==> config.mk <==
export PLATFORM = sky130hd
export DESIGN_NAME = regfile_wport_arb_flat
export DESIGN_NICKNAME = d
export VERILOG_FILES = /design/src/rtl/regfile_wport_arb_pkg.sv /design/src/rtl/regfile_wport_arb_if.sv /design/src/rtl/regfile_wport_arb_rr_arbiter.sv /design/src/rtl/regfile_wport_arb.sv /design/src/flat_wrapper.sv
export SDC_FILE = /design/constraint.sdc
export NUM_CORES = 1
export LEC_CHECK = 0
export ABC_AREA = 0
export BUFFER_PORTS_ARGS = -buffer_cell sky130_fd_sc_hd__buf_2
export CAP_MARGIN = 5
export CELL_PAD_IN_SITES_DETAIL_PLACEMENT = 1
export CELL_PAD_IN_SITES_GLOBAL_PLACEMENT = 1
export CORE_MARGIN = 2
export CORE_UTILIZATION = 31
export CTS_CLUSTER_DIAMETER = 30
export DETAILED_ROUTE_END_ITERATION = 10
export GPL_ROUTABILITY_DRIVEN = 0
export HOLD_SLACK_MARGIN = 0.15
export PLACE_DENSITY_LB_ADDON = 0.1
export SLEW_MARGIN = 20
export SYNTH_ARGS = -nofsm -noshare
export SYNTH_HDL_FRONTEND = slang
export SYNTH_HIERARCHICAL = 1
export SYNTH_SLANG_ARGS = --single-unit
==> constraint.sdc <==
create_clock -name clk -period 1.4 [get_ports clk]
set_input_delay 0.35 -clock clk [delete_from_list [all_inputs] [get_ports clk]]
set_output_delay 0.35 -clock clk [all_outputs]
set_load 0.02 [all_outputs]
==> src/rtl/regfile_wport_arb_pkg.sv <==
// Shared definitions for register-file write-port control.
// State encoding and counter width helpers.
package regfile_ctrl_pkg;

    localparam logic [1:0] IDLE  = 2'd0;
    localparam logic [1:0] CLEAR = 2'd1;
    localparam logic [1:0] DONE  = 2'd2;

    // One extra bit so the sweep counter can reach NUM_REGS.
    function automatic int CLR_CNT_W(input int addr_w);
        return addr_w + 1;
    endfunction

    function automatic int idx_w(input int n);
        return (n > 1) ? $clog2(n) : 1;
    endfunction

endpackage

==> src/rtl/regfile_wport_arb_if.sv <==
// Writeback requester bundle for the register-file write port.
// Requesters drive master, the arbiter takes slave.
interface regfile_wport_arb_if #(
    parameter int NUM_REQ       = 2,
    parameter int REGADDR_WIDTH = 3,
    parameter int DATA_WIDTH    = 16
);

    logic [NUM_REQ-1:0]               req_valid;
    logic [NUM_REQ*REGADDR_WIDTH-1:0] req_addr;
    logic [NUM_REQ*DATA_WIDTH-1:0]    req_data;
    logic [NUM_REQ-1:0]               req_ready;

    modport master (
        output req_valid,
        output req_addr,
        output req_data,
        input  req_ready
    );

    modport slave (
        input  req_valid,
        input  req_addr,
        input  req_data,
        output req_ready
    );

endinterface

==> src/rtl/regfile_wport_arb_rr_arbiter.sv <==
// Combinational round-robin arbiter.
// Searches rr, rr+1, ... mod NUM_REQ for the first active request.
module rr_arbiter #(
    parameter int NUM_REQ = 2,
    parameter int IDX_W   = regfile_ctrl_pkg::idx_w(NUM_REQ)
) (
    input  logic [NUM_REQ-1:0] req,
    input  logic [IDX_W-1:0]   rr,
    output logic [NUM_REQ-1:0] grant,
    output logic [IDX_W-1:0]   grant_idx,
    output logic               grant_any
);

    // Pick the first requester at or after the pointer.
    always_comb begin
        int j;
        logic [IDX_W-1:0] jj;
        j         = 0;
        jj        = '0;
        grant     = '0;
        grant_idx = '0;
        grant_any = 1'b0;
        for (int i = 0; i < NUM_REQ; i++) begin
            j = int'(rr) + i;
            if (j >= NUM_REQ) begin
                j = j - NUM_REQ;
            end
            jj = IDX_W'(j);
            if (!grant_any && req[jj]) begin
                grant[jj] = 1'b1;
                grant_idx = jj;
                grant_any = 1'b1;
            end
        end
    end

endmodule

==> src/rtl/regfile_wport_arb.sv <==
// Register-file write-port controller: round-robin writeback
// arbitration plus a sequenced whole-file clear.
module regfile_wport_arb
    import regfile_ctrl_pkg::*;
#(
    parameter int DATA_WIDTH    = 16,
    parameter int REGADDR_WIDTH = 3,
    parameter int NUM_REGS      = 1 << REGADDR_WIDTH,
    parameter int NUM_REQ       = 2
) (
    input  logic                     clk,
    input  logic                     reset,
    regfile_wport_arb_if.slave       bus,
    input  logic                     clear_start,
    output logic                     clear_busy,
    output logic                     clear_done,
    output logic [REGADDR_WIDTH-1:0] write_reg,
    output logic [DATA_WIDTH-1:0]    write_data,
    output logic                     reg_write
);

    localparam int IDX_W = idx_w(NUM_REQ);
    localparam int CW    = CLR_CNT_W(REGADDR_WIDTH);

    localparam logic [CW-1:0]    CLR_LAST = CW'(NUM_REGS - 1);
    localparam logic [IDX_W-1:0] IDX_LAST = IDX_W'(NUM_REQ - 1);

    logic [1:0]               state;
    logic [IDX_W-1:0]         rr;
    logic [CW-1:0]            clr_cnt;
    logic [NUM_REQ-1:0]       gnt;
    logic [IDX_W-1:0]         gnt_idx;
    logic                     gnt_any;
    logic                     arb_en;
    logic [IDX_W-1:0]         rr_next;
    logic [REGADDR_WIDTH-1:0] sel_addr;
    logic [DATA_WIDTH-1:0]    sel_data;

    rr_arbiter #(
        .NUM_REQ (NUM_REQ),
        .IDX_W   (IDX_W)
    ) u_arb (
        .req       (bus.req_valid),
        .rr        (rr),
        .grant     (gnt),
        .grant_idx (gnt_idx),
        .grant_any (gnt_any)
    );

    // Grants only in IDLE, and a clear request pre-empts them.
    always_comb begin
        arb_en        = (state == IDLE) && !clear_start;
        bus.req_ready = arb_en ? gnt : '0;
        sel_addr = bus.req_addr[gnt_idx*REGADDR_WIDTH +: REGADDR_WIDTH];
        sel_data = bus.req_data[gnt_idx*DATA_WIDTH +: DATA_WIDTH];
        rr_next  = (gnt_idx == IDX_LAST) ? '0 : gnt_idx + 1'b1;
    end

    // Status flags decode straight from the state register.
    always_comb begin
        clear_busy = (state != IDLE);
        clear_done = (state == DONE);
    end

    // FSM, round-robin pointer, sweep counter and write-port register.
    always_ff @(posedge clk or posedge reset) begin
        if (reset) begin
            state      <= IDLE;
            rr         <= '0;
            clr_cnt    <= '0;
            write_reg  <= '0;
            write_data <= '0;
            reg_write  <= 1'b0;
        end else begin
            unique case (state)
                IDLE: begin
                    if (clear_start) begin
                        state     <= CLEAR;
                        clr_cnt   <= '0;
                        reg_write <= 1'b0;
                    end else if (gnt_any) begin
                        write_reg  <= sel_addr;
                        write_data <= sel_data;
                        reg_write  <= 1'b1;
                        rr         <= rr_next;
                    end else begin
                        reg_write <= 1'b0;
                    end
                end
                CLEAR: begin
                    write_reg  <= clr_cnt[REGADDR_WIDTH-1:0];
                    write_data <= '0;
                    reg_write  <= 1'b1;
                    clr_cnt    <= clr_cnt + 1'b1;
                    if (clr_cnt == CLR_LAST) begin
                        state <= DONE;
                    end
                end
                DONE: begin
                    reg_write <= 1'b0;
                    state     <= IDLE;
                end
                default: begin
                    reg_write <= 1'b0;
                    state     <= IDLE;
                end
            endcase
        end
    end

endmodule

==> src/flat_wrapper.sv <==
// flat-port wrapper written by rule: the top's interface ports become plain ports
module regfile_wport_arb_flat import regfile_ctrl_pkg::*;
#(
    parameter int DATA_WIDTH    = 16,
    parameter int REGADDR_WIDTH = 3,
    parameter int NUM_REGS      = 1 << REGADDR_WIDTH,
    parameter int NUM_REQ       = 2
)
  (clk, reset, clear_start, clear_busy, clear_done, write_reg, write_data, reg_write, bus_req_valid, bus_req_addr, bus_req_data, bus_req_ready);
  regfile_wport_arb_if #(.NUM_REQ(NUM_REQ), .REGADDR_WIDTH(REGADDR_WIDTH), .DATA_WIDTH(DATA_WIDTH)) bus_i ();
  input  logic clk;
  input  logic reset;
  input  logic clear_start;
  output logic clear_busy;
  output logic clear_done;
  output logic [REGADDR_WIDTH-1:0] write_reg;
  output logic [DATA_WIDTH-1:0] write_data;
  output logic reg_write;
  input wire logic [$bits(bus_i.req_valid)-1:0] bus_req_valid;
  input wire logic [$bits(bus_i.req_addr)-1:0] bus_req_addr;
  input wire logic [$bits(bus_i.req_data)-1:0] bus_req_data;
  output wire logic [$bits(bus_i.req_ready)-1:0] bus_req_ready;
  assign bus_i.req_valid = bus_req_valid;
  assign bus_i.req_addr = bus_req_addr;
  assign bus_i.req_data = bus_req_data;
  assign bus_req_ready = bus_i.req_ready;
  regfile_wport_arb #(.DATA_WIDTH(DATA_WIDTH), .REGADDR_WIDTH(REGADDR_WIDTH), .NUM_REGS(NUM_REGS), .NUM_REQ(NUM_REQ)) u_core (.clk(clk), .reset(reset), .bus(bus_i), .clear_start(clear_start), .clear_busy(clear_busy), .clear_done(clear_done), .write_reg(write_reg), .write_data(write_data), .reg_write(reg_write));
endmodule
### Yosys cells after proc, flatten, opt, wreduce, memory -nomap -nowiden

Index checks and enable logic that the tools add are counted.

* flip-flop bits (word level): 27
* latch bits: 0
* RAM bits: 0
* bits in read-only memories: 0
* input port bits: 43
* output and inout port bits: 24
* word-level logic and storage cells: 74
* memories: 0

* $add $sub $neg: 5
* multipliers: 1
* div/mod/pow operators: 0
* order comparisons: 6
* equality and inequality tests: 7
* shifts and indexed selects: 2
* muxes and demuxes: 32
* bitwise operators: 2
* reductions and logical operators: 13

Operators by type and width (number)
* 2-to-1 mux 16 bit: 2
* one-hot mux 16 bit (2 select lines): 1
* variable part select 32 x 6 -> 16 bit: 1
* 2-to-1 mux 1 bit: 15
* 2-to-1 mux 2 bit: 5
* one-hot mux 4 bit (2 select lines): 1
* 2-to-1 mux 3 bit: 2
* one-hot mux 3 bit (2 select lines): 1
* AND reduction 3 bit: 2
* variable part select 6 x 4 -> 3 bit: 1
* adder 4 x 1 -> 4 bit, second input constant: 1
* == test 4 x 3 -> 1 bit, second input constant: 1
* logical AND 1 bit: 4
* less-than comparator 1 x 2 -> 1 bit, second input constant: 2
* 2-to-1 mux 4 bit: 1
* != test 2 x 1 -> 1 bit, second input constant: 2
* != test 2 bit, second input constant: 2
* one-hot mux 2 bit (2 select lines): 1
* AND reduction 2 bit: 2
* nonzero test 2 bit: 2
* multiplier 1 x 2 -> 3 bit, second input constant: 1
* adder 1 x 1 -> 2 bit, second input constant: 1
* demux 1 bit (select 1 bit): 2
* == test 2 x 1 -> 1 bit, second input constant: 1
* 11 further kinds: 14

### Logic depth before layout (Yosys ltp)

Gate-level depths: netlist of the first run.

* depth in word-level cells: 13
* depth in mapped cells: 5
* gate-level depth less buffers: 4

### Modules after synthesis

Netlist of the first run, hierarchy kept.

Modules (own cells, without submodules)
* regfile_wport_arb: times used 1, cells each 125, area each 1442.6 um^2, seq. area each 675.6 um^2
* rr_arbiter: times used 1, cells each 5, area each 32.5 um^2, seq. area each 0.0 um^2

### Worst setup path after synthesis of the first run

OpenSTA, ideal clock, no wires.

* path kind: register -> register
* from: reg u_core.rr
* to: reg u_core.write_reg[1]
* library setup time: 0.127 ns
* data arrival time: 1.345 ns
* required time: 1.273 ns
* setup slack: -0.072 ns
* cell stages (with the launch flop): 6
* buffers on the path: 1
* clock period less this slack: 1.472 ns
* cells stage by stage: dfrtp_1 -> inv_1 -> a21boi_1 -> clkbuf_1 -> mux2i_1 -> o211ai_2

* longest elaborated chain between the ends: 13
* elaborated cells between the ends (all ways): 24
* classes of those cells: add/sub: 3; mul: 1; order compare: 2; eq/ne: 1; shift: 1; mux: 13; reduce/logical: 3

RTL lines
* start, declared: RTL line regfile_wport_arb.sv:29 `logic [IDX_W-1:0] rr;`
* start signal, assigned: RTL line regfile_wport_arb.sv:85 `rr <= rr_next;`
* >= comparator 1 x 2 -> 1 bit / subtractor 1 bit (equally long branches): RTL line regfile_wport_arb_rr_arbiter.sv:25, regfile_wport_arb_rr_arbiter.sv:26
* 2-to-1 mux 1 bit: RTL line regfile_wport_arb_rr_arbiter.sv:25 `if (j >= NUM_REQ) begin`
* 2-to-1 mux 1 bit (implied by the code) (2 in series): RTL line regfile_wport_arb_rr_arbiter.sv:29 `if (!grant_any && req[jj]) begin`
* 2-to-1 mux 1 bit: RTL line regfile_wport_arb_rr_arbiter.sv:29
* zero test 1 bit: RTL line regfile_wport_arb_rr_arbiter.sv:29
* logical AND 1 bit: RTL line regfile_wport_arb_rr_arbiter.sv:29
* 2-to-1 mux 1 bit (*): RTL line regfile_wport_arb_rr_arbiter.sv:29
* via u_core.gnt_idx: RTL line regfile_wport_arb.sv:32 `logic [IDX_W-1:0] gnt_idx;`
* multiplier 1 x 2 -> 3 bit (*): RTL line regfile_wport_arb.sv:54 `sel_addr = bus.req_addr[gnt_idx*REGADDR_WIDTH +: REGADDR_WIDTH];`
* variable part select 6 x 4 -> 3 bit (*): RTL line regfile_wport_arb.sv:54
* 2-to-1 mux 3 bit (*): RTL line regfile_wport_arb.sv:81 `end else if (gnt_any) begin`
* 2-to-1 mux 3 bit (*): RTL line regfile_wport_arb.sv:77 `if (clear_start) begin`
* one-hot mux 3 bit (2 select lines) (*): RTL line regfile_wport_arb.sv:75 `unique case (state)`
* end signal, assigned: RTL line regfile_wport_arb.sv:82 `write_reg <= sel_addr;`
* end signal, assigned: RTL line regfile_wport_arb.sv:91 `write_reg <= clr_cnt[REGADDR_WIDTH-1:0];`
* end, declared: RTL line regfile_wport_arb.sv:17 `output logic [REGADDR_WIDTH-1:0] write_reg,`

Mark *: on every way through the listed nets, which the timed path passes. The rest lies on a longest branch. The select of a mux whose other input is x is not followed.
A chain may end at the register's enable or synchronous reset.

### Worst setup path in the final report of the first run

* from: reg u_core.state[0]
* to: out bus_req_ready[1]

* longest elaborated chain between the ends: 3

RTL lines
* start, declared: RTL line regfile_wport_arb.sv:28 `logic [1:0] state;`
* start signal, assigned: RTL line regfile_wport_arb.sv:68 `state <= IDLE;`
* start signal, assigned: RTL line regfile_wport_arb.sv:78 `state <= CLEAR;`
* start signal, assigned: RTL line regfile_wport_arb.sv:96 `state <= DONE;`
* zero test 2 bit: RTL line regfile_wport_arb.sv:52 `arb_en = (state == IDLE) && !clear_start;`
* logical AND 1 bit: RTL line regfile_wport_arb.sv:52
* 2-to-1 mux 2 bit: RTL line regfile_wport_arb.sv:53 `bus.req_ready = arb_en ? gnt : '0;`
* end, declared: RTL line flat_wrapper.sv:22 `output wire logic [$bits(bus_i.req_ready)-1:0] bus_req_ready;`

No other way between the ends.

==> parameters.txt, run 1 <==
Parameter                              Value

Synthesis
  Cells after Synth    130
  Sequential-to-total area share from yosys stat    45.8%
  Combinational family with the most area after synthesis    compound AO/OA/AOI/OAI gates
  Post-synth cell types    29
  Library cell with the largest summed area after synthesis    dfrtp_1
  Number of warnings printed during yosys synthesis    6
  Synth top area share    45.8%
  Adder-cell share of the synthesized area    0.848%
  Compound-gate portion of the synthesized area    19.7%
  Post-synthesis share of cell area spent on and, or, nand and nor gates    15.6%
  Synth top cells by count    dfrtp_1 (27), mux2i_1 (20), nor2_1 (11)
  Synthesized flop and latch total    27
  Top post-synthesis cells by area    dfrtp_1 (46%), mux2i_1 (14%), a211oi_2 (8.5%)
  Synth Net Count    174
  Main synth FF type    dfrtp_1
  Area of the mapped netlist    0.00148 mm^2
  Number of enable flip-flop cells after synthesis    0
  Area share of xor/xnor cells in the synthesized design    0%
  Top-count cell post-synth    dfrtp_1
  Mean post-synth cell area    11.3 um^2
  Mux share of post-synthesis cell area    13.6%
  Share of synthesized registers carrying an async set or reset    100%

Placement
  Instance count after placement with tap cells included    257
  Placed standard-cell area    0.00197 mm^2
  Quantity of I/O buffers inserted on ports    66
  Placed wire-length estimate after detailed placement    3150 um

Power and ir drop
  Static Leak    1.12 nW
  Maximum resistive drop on vdd    0.774 mV
  Pwr/cell area    1610 mW/mm^2
  Pwr Total    3.63 mW

Timing
  Worst-case setup margin in the final layout    -205 ps
  Post-layout minimum cycle time    1610 ps
  Worst setup skew after layout    1.09 ps
  Final-report setup violation count    21
  Final Hold Slack    352 ps
  Transition time at the pin with the least slew margin    348 ps
  Crit share post-route    115%
  Setup repair after global routing missed its margin    true
  Worst-case headroom to the max-slew limit    76.8%
  Hold Violations, Final    0
  Fmax    623 MHz
  Final-report max-slew violation count    0

Route
  Vias per cell    4.93
  TritonRoute pass-1 iters    4
  Total wire length after detailed routing    4380 um
  Vias    1,355
  Final routed DRC violation total    0
  Remaining number of nets flagged by the antenna check after routing    0
  Routed wire per std cell    15.9 um
  Iter 0 DRT Violations    43

Clocking
  Clock tree from TritonCTS    yes
  Clock latency reported for the late side of the worst-skew pair    270 ps
  Root buffer cell    clkbuf_8
  TritonCTS sink count    27
  Total number of H-tree levels    1
  TritonCTS Buffers    3
  Register clock-pin slew on the reported worst setup and hold paths    90 ps
  Max Root-Sink Buffers    2

Floorplanning
  Number of core rows    25
  Starting Density    31.7%
  Die area    0.00533 mm^2
  Die Span X    73.0 um
  Top-level I/O count    67
  Chip height    73.0 um
  Core area    0.00466 mm^2

Critical path
  Signal arrival time at the worst endpoint    1260 ps
  Category of the worst setup path capture point    output pin
  Worst-path fanout max    4
  Type of the worst setup path    flip-flop to output pin
  Required time at the endpoint of the critical path    1050 ps
  Startpoint Class    flip-flop

Layout
  Final cell area excluding filler cells    0.00226 mm^2
  NumNets Final    266
  Filler cell count    531
  Filler-free cell count of the finished design    275
  Multi-input gate area    801 um^2
  Utilization after layout    48.5%
  Inserted Diodes    0
  Sequential cell area    676 um^2
  Max reg flops    16
  Area growth syn-to-layout    53.1%
  Share of layout cells above drive strength 1    61.5%

Global routing
  Pin count of the biggest net entering global routing    28
  Wire length of the first global-routing pass    6640 um
  Overflow left after global routing    0
  Number of global-route vias before repair    1,460
  Total global-route track usage    15.9%
  Antenna violations before repair    0

Job
  Max-Cap Viols    0

Outcome
  Failing checks    setup timing
  Result of the run    finished, violations left

Min path
  Min-Delay Path Class    input port to flip-flop
-- area by class of cell --
| class | instances | area share (%) |
|---|---|---|
| multi-input combinational | 92 | 35.5 |
| inverter | 2 | 0.332 |
| sequential | 27 | 29.9 |
| timing repair buffer | 96 | 29.3 |
| tap | 54 | 2.99 |
| clock buffer | 4 | 1.99 |
-- metrics by stage --
| stage | setup WS [ps] | setup TNS (ps) |
|---|---|---|
| after floorplan | 44.7 | 0 |
| after global placement | -216 | -2410 |
| after detailed placement | -264 | -3330 |
| after CTS | -202 | -1470 |
| after global routing | -271 | -2930 |
| final | -205 | -1510 |
-- cell usage in the layout (no fill, tap or decap), types with 2 or more instances in the layout --
cell,count
buf_2,62
dfrtp_1,27
mux2i_1,20
buf_6,17
buf_4,14
a211oi_2,10
nor2_1,8
nand2_1,8
o21ai_2,7
nand3_2,6
nand3_1,5
clkbuf_8,3
nor2_2,3
o211ai_2,3
nand2b_1,2
a22o_1,2
and2_4,2
inv_1,2
a21boi_1,2
-- where the power goes --
group / total (mW) / internal, mW / switching, mW
logic: 2.05 / 0.972 / 1.08
clock network: 0.438 / 0.204 / 0.235
registers: 1.15 / 0.980 / 0.166
total: 3.63 / 2.16 / 1.48
-- metal layers --
layer / wire length [um] / up-vias / GRT usage, %
li1: - / 650 / -
met1: 1770 / 663 / 19.6
met2: 2420 / 40 / 29.1
met3: 172 / 2 / 2.35
met4: 19 / 0 / 3.70
met5: 0 / - / 0
-- critical path, stage by stage, from the launching register on --
cell and delay [ps]:
dfrtp_1 400, buf_6 140, nor3_4 180, and2_4 160, buf_6 110
-- path summary, 6_finish.rpt --
kind / from / endpoint / slack [ps] / depth (start not counted)
max in group asynchronous: reset / u_core/state[0] / 450 / 4
worst max-delay path: u_core/state[0] / bus_req_ready[1] / -210 / 4
worst min-delay path: bus_req_data[6] / u_core/write_data[6] / 350 / 3
min in group asynchronous: reset / u_core/write_data[15] / 700 / 4
worst min register to register: u_core/write_data[9] / u_core/write_data[9] / 520 / 2
worst max register to register: u_core/state[0] / u_core/write_data[13] / -80 / 7
-- cell families (layout without fill, tap and decap cells) --
| family | Yosys count | count (layout) |
|---|---|---|
| compound gates | 29 | 29 |
| fa+ha+maj | 1 | 1 |
| buf+inv | 11 | 102 |
| flops | 27 | 27 |
| mux | 20 | 20 |
| simple gates | 42 | 42 |
-- timing repair --
item / 4_1_cts / 5_1_grt
cloned: 1 / 1
resized for setup: 20 / 16
setup endpoints to repair: 13 / 27
endpoints found under the hold margin: 27 / 0
buffers inserted: 9 / 2
pin swaps: 18 / 5
hold buffers: 1 / 0
No activity file was read; power rests on OpenSTA's default activity.
==> run 2, diff against run 1 <==
CELL_PAD_IN_SITES_DETAIL_PLACEMENT = unset   (was 1)
CELL_PAD_IN_SITES_GLOBAL_PLACEMENT = unset   (was 1)
CORE_MARGIN = 5   (was 2)
CORE_UTILIZATION = 39   (was 31)
HOLD_SLACK_MARGIN = unset   (was 0.15)
==> parameters.txt, run 2 (synthesis gave the netlist of run 1 again) <==
Parameter                              Value

Outcome
  Result of the run    finished, violations left
  Failing checks    setup timing

Job
  Max-Cap Viols    0

Layout
  Filler cell count    312
  Area growth syn-to-layout    55.7%
  NumNets Final    267
  Max reg flops    16
  Commonest cells after routing, fill and taps aside    buf_2 (62), dfrtp_1 (27), mux2i_1 (20)
  Leading cell type in the layout, fill and taps excluded    buf_2
  Final cell area excluding filler cells    0.00230 mm^2
  Share of layout cells above drive strength 1    65.8%
  Inserted Diodes    0

Placement
  Placed wire-length estimate after detailed placement    2660 um
  Worst slack at placement    -209 ps
  Quantity of I/O buffers inserted on ports    66
  Placed standard-cell area    0.00195 mm^2

Global routing
  Wire length of the first global-routing pass    6260 um
  Number of global-route vias before repair    1,361
  Overflow left after global routing    0
  Antenna violations before repair    0
  Pin count of the biggest net entering global routing    28
  Total global-route track usage    15.8%

Critical path
  Critical-path top delay cell    dfrtp_1
  Category of the worst setup path capture point    flip-flop
  Type of the worst setup path    flip-flop to flip-flop
  Startpoint Class    flip-flop
  Register-to-register setup slack    -260 ps
  Required time at the endpoint of the critical path    1590 ps
  Critical path cell sequence    buf_6 -> buf_4 -> buf_6 -> nor4b_4 -> buf_4 -> clkbuf_16 -> nor2_1 -> a211oi_2
  Slowest cell delay on critical path    420 ps
  Signal arrival time at the worst endpoint    1860 ps
  Worst-path fanout max    5

Clocking
  Hold Buf Count CTS    0
  Clock latency reported for the late side of the worst-skew pair    270 ps
  TritonCTS sink count    27
  TritonCTS Buffers    3
  Root buffer cell    clkbuf_8
  Total number of H-tree levels    1
  Register clock-pin slew on the reported worst setup and hold paths    90 ps
  Clock tree from TritonCTS    yes
  Max Root-Sink Buffers    2

Route
  Vias    1,375
  Routed wire per std cell    15.4 um
  TritonRoute pass-1 iters    4
  Iter 0 DRT Violations    34
  Total wire length after detailed routing    4170 um
  Vias per cell    5.09
  Remaining number of nets flagged by the antenna check after routing    0
  Final routed DRC violation total    0

Floorplanning
  Number of core rows    22
  Die Span X    71.5 um
  Die area    0.00511 mm^2
  Core area    0.00366 mm^2
  Starting Density    40.3%
  Chip height    71.5 um
  Top-level I/O count    67

Timing
  Worst-case setup margin in the final layout    -262 ps
  Transition time at the pin with the least slew margin    408 ps
  Fmax    602 MHz
  Post-layout minimum cycle time    1660 ps
  Crit share post-route    119%
  Hold Violations, Final    0
  Final-report max-slew violation count    0
  Worst-case headroom to the max-slew limit    72.8%
  Final-report setup violation count    26
  Setup TNS    -4330 ps
  Setup repair after global routing missed its margin    true
  Worst setup skew after layout    2.64 ps

Power and ir drop
  Static Leak    1.12 nW
  Pwr/cell area    1600 mW/mm^2
  Maximum resistive drop on vdd    1.17 mV

Min path
  Min-Delay Path Class    input port to async pin
run 2: cell count changes in the layout (fill, tap and decap cells not counted), sizes merged:
cell	before	now
clkinv	0	1
or4b	1	4
dlygate4sd3	1	0
buf	94	92
run 2: what timing repair did:
item | CTS | global route
pin swaps | 13 | 19
endpoints found under the setup margin | 13 | 27
resized for setup | 22 | 16
gates cloned | 3 | 2
buffers inserted | 6 | 6
run 2: power by group:
group	switching, mW	internal (mW)
Combinational	1.09	0.989
Clock	0.251	0.200
Sequential	0.164	0.980
Total	1.50	2.17
run 2: final timing paths:
check	cells past startpoint	to	start
max	8	u_core/write_data[3]	u_core/state[1]
min	3	u_core/write_data[4]	reset
max reg2reg	8	u_core/write_data[3]	u_core/state[1]
min reg2reg	2	u_core/write_data[9]	u_core/write_data[9]
max in group asynchronous	3	u_core/write_data[11]	reset
min in group clk	3	u_core/write_data[9]	bus_req_data[9]
run 2: through the flow:
step	power, mW	hold slack (ps)	util [%]	instances
6_report	3.67	121	62.7	270
2_1_floorplan	2.23	403	-	130
3_3_place_gp	2.71	427	53.2	249
5_1_grt	3.91	152	62.7	270
3_5_place_dp	2.76	442	53.2	249
4_1_cts	3.48	133	58.8	262
run 2: final cells by class:
type / instances / area (um^2) / area share [%]
well taps: 48 / 60.1 / 2.61
clock buffers: 3 / 41.3 / 1.80
multi-input cells: 95 / 856 / 37.3
clock inverters: 1 / 5.00 / 0.218
flip-flops and latches: 27 / 676 / 29.4
inverters: 2 / 7.51 / 0.327
repair buffers: 94 / 652 / 28.4
run 2: critical path, delay by kind of cell (launching register included):
| family | cells | cell delay, ps |
|---|---|---|
| AO/OA/AOI/OAI | 1 | 130 |
| AND/OR/NAND/NOR | 2 | 340 |
| flip-flops | 1 | 420 |
| buffers and inverters | 5 | 680 |
run 2: layer usage:
metal | track usage [%] | wire, um | part of all wire (%)
met5 | 0 | 0 | 0
met4 | 6.89 | 53 | 1.3
met3 | 3.93 | 304 | 7.3
met2 | 26.3 | 2150 | 52
met1 | 19.2 | 1660 | 40
==> run 3, diff against run 2 <==
CORE_ASPECT_RATIO = 0.5   (was unset)
SYNTH_HIERARCHICAL = unset   (was 1)
==> parameters.txt, run 3 <==
Parameter                              Value

Route
  TritonRoute pass-1 iters    3
  Final routed DRC violation total    0
  Total wire length after detailed routing    3550 um
  Remaining number of nets flagged by the antenna check after routing    0
  Iter 0 DRT Violations    19
  Vias    1,265
  Routed wire per std cell    13.2 um
  Vias per cell    4.69

Critical path
  Type of the worst setup path    flip-flop to output pin
  Number of cells on the worst reg-to-reg path    5
  Worst-path fanout max    4
  Signal arrival time at the worst endpoint    1320 ps
  Category of the worst setup path capture point    output pin
  Startpoint Class    flip-flop
  Required time at the endpoint of the critical path    1050 ps

Layout
  Inserted Diodes    0
  Filler-free cell count of the finished design    270
  Leading cell type in the layout, fill and taps excluded    buf_2
  Area growth syn-to-layout    47.3%
  Max reg flops    16
  Share of layout cells above drive strength 1    50.7%
  Commonest cells after routing, fill and taps aside    buf_2 (62), dfrtp_1 (27), nand2_1 (25)
  NumNets Final    264

Placement
  Placed wire-length estimate after detailed placement    2670 um
  Worst slack at placement    -41.2 ps
  Quantity of I/O buffers inserted on ports    66
  Instance count after placement with tap cells included    261

Floorplanning
  Starting Density    40.1%
  Die Span X    93.8 um
  Top-level I/O count    67
  Number of core rows    15
  Chip height    51.9 um
  Core area    0.00342 mm^2
  Die area    0.00487 mm^2

Timing
  Setup repair after global routing missed its margin    true
  Worst setup skew after layout    1.99 ps
  Final-report max-slew violation count    0
  Transition time at the pin with the least slew margin    375 ps
  Worst-case headroom to the max-slew limit    75.0%
  Post-layout minimum cycle time    1670 ps
  Final-report setup violation count    10
  Fmax    598 MHz
  Hold Violations, Final    0
  Crit share post-route    119%
  Worst-case setup margin in the final layout    -271 ps

Outcome
  Result of the run    finished, violations left
  Failing checks    setup timing

Synthesis
  Compound-gate portion of the synthesized area    18.3%
  Number of enable flip-flop cells after synthesis    0
  Library cell with the largest summed area after synthesis    dfrtp_1
  Main synth FF type    dfrtp_1
  Share of synthesized registers carrying an async set or reset    100%
  Post-synthesis share of cell area spent on and, or, nand and nor gates    13.7%
  Area share of xor/xnor cells in the synthesized design    0%
  Adder-cell share of the synthesized area    0.913%
  Sequential-to-total area share from yosys stat    49.3%
  Post-synth cell types    31
  Synth Net Count    180
  Number of warnings printed during yosys synthesis    0
  Combinational family with the most area after synthesis    compound AO/OA/AOI/OAI gates
  Top-count cell post-synth    dfrtp_1
  Synth top cells by count    dfrtp_1 (27), nand2_1 (25), mux2i_1 (16), o21ai_1 (16)
  Top post-synthesis cells by area    dfrtp_1 (49%), mux2i_1 (12%), nand2_1 (6.8%)
  Synth top area share    49.3%
  Area of the mapped netlist    0.00137 mm^2
  Mean post-synth cell area    10.1 um^2
  Synthesized flop and latch total    27
  Cells after Synth    136
  Mux share of post-synthesis cell area    12.5%

Clocking
  Total number of H-tree levels    1
  TritonCTS sink count    27
  Clock tree from TritonCTS    yes
  Root buffer cell    clkbuf_8
  Max Root-Sink Buffers    2
  Register clock-pin slew on the reported worst setup and hold paths    100 ps
  TritonCTS Buffers    3
  Hold Buf Count CTS    0
  Clock latency reported for the late side of the worst-skew pair    280 ps

Power and ir drop
  Pwr Total    3.31 mW
  Maximum resistive drop on vdd    0.946 mV
  Pwr/cell area    1640 mW/mm^2
  Static Leak    1.07 nW

Job
  Max-Cap Viols    0

Global routing
  Total global-route track usage    15.3%
  Wire length of the first global-routing pass    5870 um
  Overflow left after global routing    0
  Pin count of the biggest net entering global routing    17
  Antenna violations before repair    0
  Number of global-route vias before repair    1,286

Min path
  Min-Delay Path Class    input port to async pin
==> run 3: cell types whose count changed in the layout (fill, tap and decap cells not counted), sizes merged, moves of 3 or more <==
cell / delta
a21oi: +7
mux2i: -4
o31ai: +3
buf: -5
o21ai: +14
a21boi: -3
o211ai: -3
nand2: +17
or4b: -4
nor2: -8
nand3: -10
a211oi: -10
==> run 3: report_power, final <==
group | leakage, nW | internal, mW | switching, mW
registers | 0.352 | 0.980 | 0.156
logic | 0.694 | 0.823 | 0.892
clock network | 0.0217 | 0.202 | 0.260
==> run 3: timing repair <==
action	4_1_cts	5_1_grt
pin swaps	1	4
setup endpoints to repair	6	27
setup buffers	5	3
hold endpoints to repair	0	0
gates resized for setup	9	16
==> run 3: worst max-delay path, stage by stage (launching register included) <==
cell and delay, ps:
dfrtp_1 380, and2b_1 210, nand2b_4 160, nor2b_4 170
buf_6 120
==> run 3: stage by stage <==
stage               cell area, um^2  setup TNS (ps)  util (%)  hold WS (ps)
finish                         2020            -873      59.1          25.6
global route                   2020           -2380      59.1          62.3
CTS                            1960            -820      57.4          39.5
detailed placement             1850           -77.9      54.0           345
global placement               1850           -97.5      54.0           338
floorplan                      1390            -103         -           403
==> run 3: per-layer routing <==
layer | GRT usage [%] | share of wire, % | vias to the layer above | wire (um)
li1 | - | - | 641 | -
met1 | 18.8 | 43 | 589 | 1520
met2 | 27.1 | 50 | 31 | 1790
met3 | 4.48 | 6.3 | 4 | 225
met4 | 2.64 | 0.48 | 0 | 17
met5 | 0 | 0 | - | 0
==> run 3: logic make-up (layout without fill, tap and decap cells) <==
group / count (synthesis) / in the layout
simple gates: 40 / 40
compound gates: 40 / 40
buf+inv: 11 / 94
fa+ha+maj: 1 / 1
flops: 27 / 27
mux: 17 / 17
==> run 3: path summary, 6_finish.rpt <==
path,startpoint,to,slack (ps)
worst min-delay path,reset,u_core.write_data[0],30
max in group asynchronous,reset,u_core.write_reg[1],870
worst max-delay path,u_core.rr,bus_req_ready[0],-270
min in group clk,bus_req_data[28],u_core.write_data[12],330
worst max register to register,u_core.rr,u_core.write_data[7],-20
worst min register to register,u_core.write_data[5],u_core.write_data[5],490
==> run 3: layout make-up <==
cell class	instances	area, um^2
fillers	337	1400
multi-input cells	98	698
flip-flops and latches	27	676
repair buffers	87	520
well taps	51	63.8
clock buffers	3	41.3
inverters	3	11.3
clock inverters	1	7.51
